$ cat src/rtl/counter_mod_updown.sv
// Up/down modulus counter with prescaler, parallel load, wrap/saturate and tc pulse.
// Define COUNTER_STICKY_OVF_EN to add the sticky ovf_flag/ovf_clr pair.
`timescale 1ns/1ps
module counter_mod_updown #(
    parameter int WIDTH     = 8,
    parameter int MOD_VALUE = 256,
    parameter int PRESCALE  = 1,
    parameter int SATURATE  = 0
) (
    input  logic             clk,
    input  logic             rst,
    input  logic             en,
    input  logic             up_dn,
    input  logic             load,
    input  logic [WIDTH-1:0] load_val,
`ifdef COUNTER_STICKY_OVF_EN
    output logic             ovf_flag,
    input  logic             ovf_clr,
`endif
    output logic [WIDTH-1:0] q,
    output logic             tc
);

    localparam int PW = (PRESCALE > 1) ? $clog2(PRESCALE) : 1;
    localparam logic [WIDTH-1:0] MAXV = WIDTH'(MOD_VALUE - 1);
    localparam logic [PW-1:0] PMAX = PW'(PRESCALE - 1);
    localparam bit SAT = (SATURATE != 0);

    if (WIDTH < 1) begin : g_bad_width
        $error("counter_mod_updown: WIDTH must be >= 1");
    end
    if (MOD_VALUE < 2 || (WIDTH < 31 && MOD_VALUE > (1 << WIDTH))) begin : g_bad_mod
        $error("counter_mod_updown: MOD_VALUE out of range");
    end
    if (PRESCALE < 1) begin : g_bad_pre
        $error("counter_mod_updown: PRESCALE must be >= 1");
    end
    if (SATURATE != 0 && SATURATE != 1) begin : g_bad_sat
        $error("counter_mod_updown: SATURATE must be 0 or 1");
    end

    logic [PW-1:0]    pre;
    logic [PW-1:0]    pre_nxt;
    logic [WIDTH-1:0] q_step;
    logic [WIDTH-1:0] q_load;
    logic             step;
    logic             at_bnd;
    logic             bnd_evt;

    assign step    = en && (pre == PMAX);
    assign at_bnd  = up_dn ? (q == MAXV) : (q == '0);
    assign bnd_evt = !load && step && at_bnd;
    assign pre_nxt = (pre == PMAX) ? '0 : pre + 1'b1;
    assign q_load  = (load_val > MAXV) ? MAXV : load_val;

    // Boundary either wraps to the opposite end or holds in saturate mode.
    always_comb begin
        q_step = q;
        if (up_dn) begin
            if (q != MAXV)
                q_step = q + 1'b1;
            else if (!SAT)
                q_step = '0;
        end else begin
            if (q != '0)
                q_step = q - 1'b1;
            else if (!SAT)
                q_step = MAXV;
        end
    end

    always_ff @(posedge clk) begin
        if (rst) begin
            q   <= '0;
            tc  <= 1'b0;
            pre <= '0;
        end else if (load) begin
            q   <= q_load;
            tc  <= 1'b0;
            pre <= '0;
        end else begin
            tc <= bnd_evt;
            if (en)
                pre <= pre_nxt;
            if (step)
                q <= q_step;
        end
    end

`ifdef COUNTER_STICKY_OVF_EN
    // A boundary event in the same cycle as a clear keeps the flag set.
    always_ff @(posedge clk) begin
        if (rst)
            ovf_flag <= 1'b0;
        else if (bnd_evt)
            ovf_flag <= 1'b1;
        else if (ovf_clr)
            ovf_flag <= 1'b0;
    end
`endif

endmodule
$ cat config.mk
export PLATFORM = sky130hd
export DESIGN_NAME = counter_mod_updown
export DESIGN_NICKNAME = d
export VERILOG_FILES = /design/src/rtl/counter_mod_updown.sv
export SDC_FILE = /design/constraint.sdc
export NUM_CORES = 1
export LEC_CHECK = 0
export CAP_MARGIN = 20
export CORE_MARGIN = 3
export CORE_UTILIZATION = 54
export DETAILED_ROUTE_END_ITERATION = 8
export DONT_BUFFER_PORTS = 1
export HOLD_SLACK_MARGIN = 0.1
export PLACE_DENSITY = 0.69
export SYNTH_ARGS = -nofsm -noshare
export SYNTH_HDL_FRONTEND = slang
export SYNTH_SLANG_ARGS = --single-unit
export TNS_END_PERCENT = 20
$ cat constraint.sdc
create_clock -name clk -period 5 [get_ports clk]
set_clock_uncertainty 0.05 [all_clocks]
set_input_delay 0.75 -clock clk [delete_from_list [all_inputs] [get_ports clk]]
set_output_delay 0.75 -clock clk [all_outputs]
set_load 0.01 [all_outputs]
======== After elaboration in Yosys (flattened, before gate mapping) ========
Index checks and enable logic that the tools add are counted.
W data, S select, Z words.
word-level totals
  flip-flop bits (word level) ............. 10
  output and inout port bits .............. 9
  logic and storage cells ................. 26
  input port bits ......................... 13
operators by class
  bitwise operators ....................... 1
  $add $sub $neg .......................... 3
  equal/unequal tests ..................... 2
  reduce and logical (&&, ||, !) cells .... 8
  multiplexer cells ....................... 8
  $lt $le $gt $ge ......................... 1
operators with widths
  operator               number
  $mux W8                6
  $add A8 B1 Y8 const B  1
  $eq A8 B8 Y1 const B   1
  $gt A8 B8 Y1 const B   1
  $logic_not A8 Y1       1
  $ne A8 B8 Y1 const B   1
  $reduce_bool A8 Y1     1
  $sub A8 B1 Y8 const B  1
  $logic_and A1 B1 Y1    3
  $mux W1                2
  $reduce_bool A2 Y1     1
  $reduce_or A2 Y1       1
  $add A1 B1 Y1 const B  1
  $logic_not A1 Y1       1
  $not A1 Y1             1

======== Longest topological paths before layout ========
  depth in word-level cells ............... 5
  gate-level depth with buffers ........... 7
  gate-level depth less buffers ........... 6

======== Worst setup path before layout ========
No wires, ideal clock.
  path type ............................... register to register
  from .................................... reg q[0]
  to ...................................... reg q[6]
  period minus slack after synthesis ...... 1866 ps
  buffers on the path ..................... 1
  setup time .............................. 116 ps
  data arrival time ....................... 1700 ps
  cell stages (with the launch flop) ...... 8
  setup slack ............................. 3134 ps
  path through ............................ dfxtp_1 > clkbuf_1 > inv_1 > ha_1 > nand2b_1 > a21oi_1 > or3_1 > a41o_1
on the way
  longest elaborated chain between the ends .. 5
  elaborated cells between the ends (all ways) .. 9
RTL lines
  element                                      line    text
  from (decl)                                  20      output logic [WIDTH-1:0] q,
  from (signal assigned)                       78      q <= q_load;
  from (signal assigned)                       86      q <= q_step;
  $sub A8 B1 Y8, or another cell as far along  66      q_step = q - 1'b1;
  $mux W8, on equally long branches            65, 60
  $mux W8 (*)                                  59      if (up_dn) begin
  $mux W8 (*)                                  85      if (step)
  $mux W8 (*)                                  77      end else if (load) begin
Mark *: on every way between the ends. The rest lies on a longest branch, timed or not. The select of a mux whose other input is x is not followed.
A chain may end at the register's enable or synchronous reset.

======== Worst setup path after layout ========
Ends and elaborated chain as after synthesis.

==> results by group <==
Outcome
  – Status: finished clean

Synthesis
  – Syn Nets: between 100 and 150
  – Unique masters post-synth: 44
  – Post-synthesis register bit count: 9
  – Ys Warns: 0
  – Synthesized cell area: roughly 900 um2
  – Synthesized area per cell: between 7 and 8 um2
  – Seq/Total Area, Yosys: 0.204
  – Cells after Synth: around 120

Power and ir drop
  – Leak: about 0.32 nW
  – Power density cells: between 200 and 250 nW/um2
  – Seq pwr share: 0.471
  – Comb power frac: 0.253
  – Sw Pwr: about 0.07 mW
  – Power share of the clock group: 0.276
  – Peak supply drop: 0.191 mV
  – Net Sw Frac: 0.340
  – Pint: ~0.13 mW

Final layout
  – Fin cells: around 130
  – # nets final: 128
  – Area Overhead vs Synth: -1.70%
  – Share of cells above drive strength 1: 0.0901
  – Most frequent cells in the layout: a21oi_1, dfxtp_1, inv_1, nand3_1, o21ai_0
  – Diode count: 0

STA
  – RSZ-0062 raised after global routing: no
  – Fin crit period: roughly 1900 ps
  – Final setup TNS: 0 ps
  – Fin. Hold Viols: 0
  – Final Setup Violations: 0
  – Worst slew margin: 0.686
  – Period utilization: 0.390
  – Max Clk Rate: 513 MHz
  – Slew @ Worst Pin: around 470 ps
  – Fin. max-slew vios: 0

Floorplan
  – Die Width: about 46 um
  – Starting density of the core: 0.624
  – Die Area: between 2000 and 2500 um2
  – Row Count: 13
  – Die height: between 40 and 50 um
  – Core area: about 1400 um2
  – Ports: 22

Detailed routing
  – # DRC: 0
  – Via density: about 6.7
  – DR WL/cell: between 15 and 20 um
  – Vias: 850
  – DR pass1 iterations: 4
  – Post-Route WL: approximately 2100 um
  – Routed Antenna Nets: 0
  – Initial DRC Count: 30

Placed design
  – DP Wirelength: 1510 um
  – # port buffers: 0
  – Placed insts: roughly 120
  – GPL Wtd Cong: between 0.8 and 0.9

CTS
  – Hold_buf cts: 0
  – Post-CTS resize count: 0
  – Clock root buffer: clkbuf_4
  – Postcts setup bufs: 0
  – TritonCTS clock tree: yes
  – Clock Tree Buf Depth: 2
  – CTS clock-pin slew for the worst setup and hold paths: about 60 ps
  – Clk Latency, worst-skew pair: around 260 ps
  – Htree depth: 1
  – Sinks on Clock Net: 9
  – TritonCTS buffer count: 3

Global route
  – Vias in the first global route: 701
  – Total gr overflow: 0
  – Gr usage total: 0.220
  – Largest net degree at the start of global routing: 18
  – First-pass GRT wire length: roughly 3400 um
  – Initial antenna violation count: 0

Critical path
  – Kind of critical path: reg -> reg
  – Worst reg2reg setup slack: approximately 3100 ps
  – CP Max Fanout: 11
  – Worst EP required: approximately 5000 ps
  – CP startpoint: q[0]
  – FF-to-FF Start: q[0]
  – Critical path arrival: roughly 2100 ps
  – CP endpoint kind: flop
  – Critical Path Source Type: flop

Hold path
  – Hold Crit Class: in -> reg
  – HP Start: rst

Job
  – Max-cap violations: 0
## logic make-up after synthesis
logic type,count (synthesis),share of synthesized area
AO/OA/AOI/OAI,40,0.307
AND/OR/NAND/NOR,41,0.280
multiplexers,2,0.0241
XOR/XNOR,4,0.0397
flip-flops,9,0.204
buffers and inverters,20,0.102
adder cells (fa/ha/maj),3,0.0425
## per-layer routing
layer,routed length [um],GRT usage,vias up,share of wire
met3,162,0.0664,2,0.077
li1,-,-,429,-
met5,0,0,-,0
met2,934,0.321,38,0.44
met1,990,0.319,381,0.47
met4,11,0.0341,0,0.0052
## layout make-up
| cell class | count | area, um2 |
|---|---|---|
| Fill cell | 129 | 547 |
| Sequential cell | 9 | 180 |
| Inverter | 8 | 30.0 |
| Clock buffer | 4 | 26.3 |
| Tap cell | 15 | 18.8 |
| Multi-Input combinational cell | 90 | 613 |
## synthesized netlist by cell type
cell / instances / share of area
inv_1: 8 / 0.034
nor3_1: 5 / 0.028
nor2b_1: 1 / 0.0071
o41ai_1: 1 / 0.0099
a21boi_0: 1 / 0.0085
a41oi_1: 1 / 0.0099
o211ai_1: 2 / 0.017
o21ai_0: 8 / 0.045
and2_1: 1 / 0.0071
o311ai_0: 1 / 0.0099
and2_2: 1 / 0.0085
o41a_1: 1 / 0.013
nor3b_1: 2 / 0.017
xnor2_1: 2 / 0.020
a221oi_1: 1 / 0.0099
o21ba_2: 1 / 0.011
a211oi_1: 1 / 0.0085
buf_6: 2 / 0.025
mux2i_1: 1 / 0.011
nor4_1: 1 / 0.0071
nor2_1: 3 / 0.013
and3_1: 2 / 0.014
or3b_2: 1 / 0.0099
nand2_1: 6 / 0.025
a31oi_1: 3 / 0.021
o21a_1: 4 / 0.034
nor3_4: 1 / 0.018
mux2_2: 1 / 0.013
clkbuf_1: 10 / 0.042
ha_1: 3 / 0.042
o221ai_1: 1 / 0.0099
dfxtp_1: 9 / 0.20
nor4b_1: 1 / 0.0099
nand3_1: 8 / 0.045
and4_2: 1 / 0.011
nand4_1: 1 / 0.0071
xor2_1: 2 / 0.020
a41o_1: 2 / 0.023
a21oi_1: 9 / 0.051
nand4b_1: 1 / 0.0099
o31ai_1: 3 / 0.025
nand2b_1: 3 / 0.021
or3_1: 1 / 0.0071
or4_4: 1 / 0.013
## flip-flops by register name (all words and copies together), names as in the netlist
name / flops
tc: 1
q: 8
## final timing paths
check / end / cells after the start
setup / recovery: q[6] / 6
hold reg to reg: q[6] / 2
setup reg to reg: q[6] / 6
hold / removal: q[7] / 1
## power groups by stage
stage	Clock (mW)	Combinational [mW]	Sequential (mW)
6_report	0.0561	0.0514	0.0956
5_1_grt	0.0605	0.0587	0.0974
4_1_cts	0.0581	0.0514	0.0954
3_5_place_dp	0	0.0510	0.0970
3_3_place_gp	0	0.0510	0.0967
2_1_floorplan	0	0.0616	0.0851
## worst max-delay path, cell delays in order, from the launching register on
cell and delay [ps]:
dfxtp_1 600, inv_1 150, ha_1 260, nand2b_1 170
a21oi_1 90, or3_1 300, a41o_1 240
## metrics by stage
step / worst slack [ps] / instance area (um2) / utilization / power, mW / hold WS, ps
floorplan: 3130 / 883 / - / 0.147 / 667
finish: 3050 / 868 / 0.614 / 0.203 / 507
CTS: 3050 / 868 / 0.614 / 0.205 / 501
global route: 2920 / 868 / 0.614 / 0.217 / 501
global placement: 3070 / 842 / 0.595 / 0.148 / 685
detailed placement: 3070 / 842 / 0.595 / 0.148 / 693
Power figures use the tool's default switching activity.
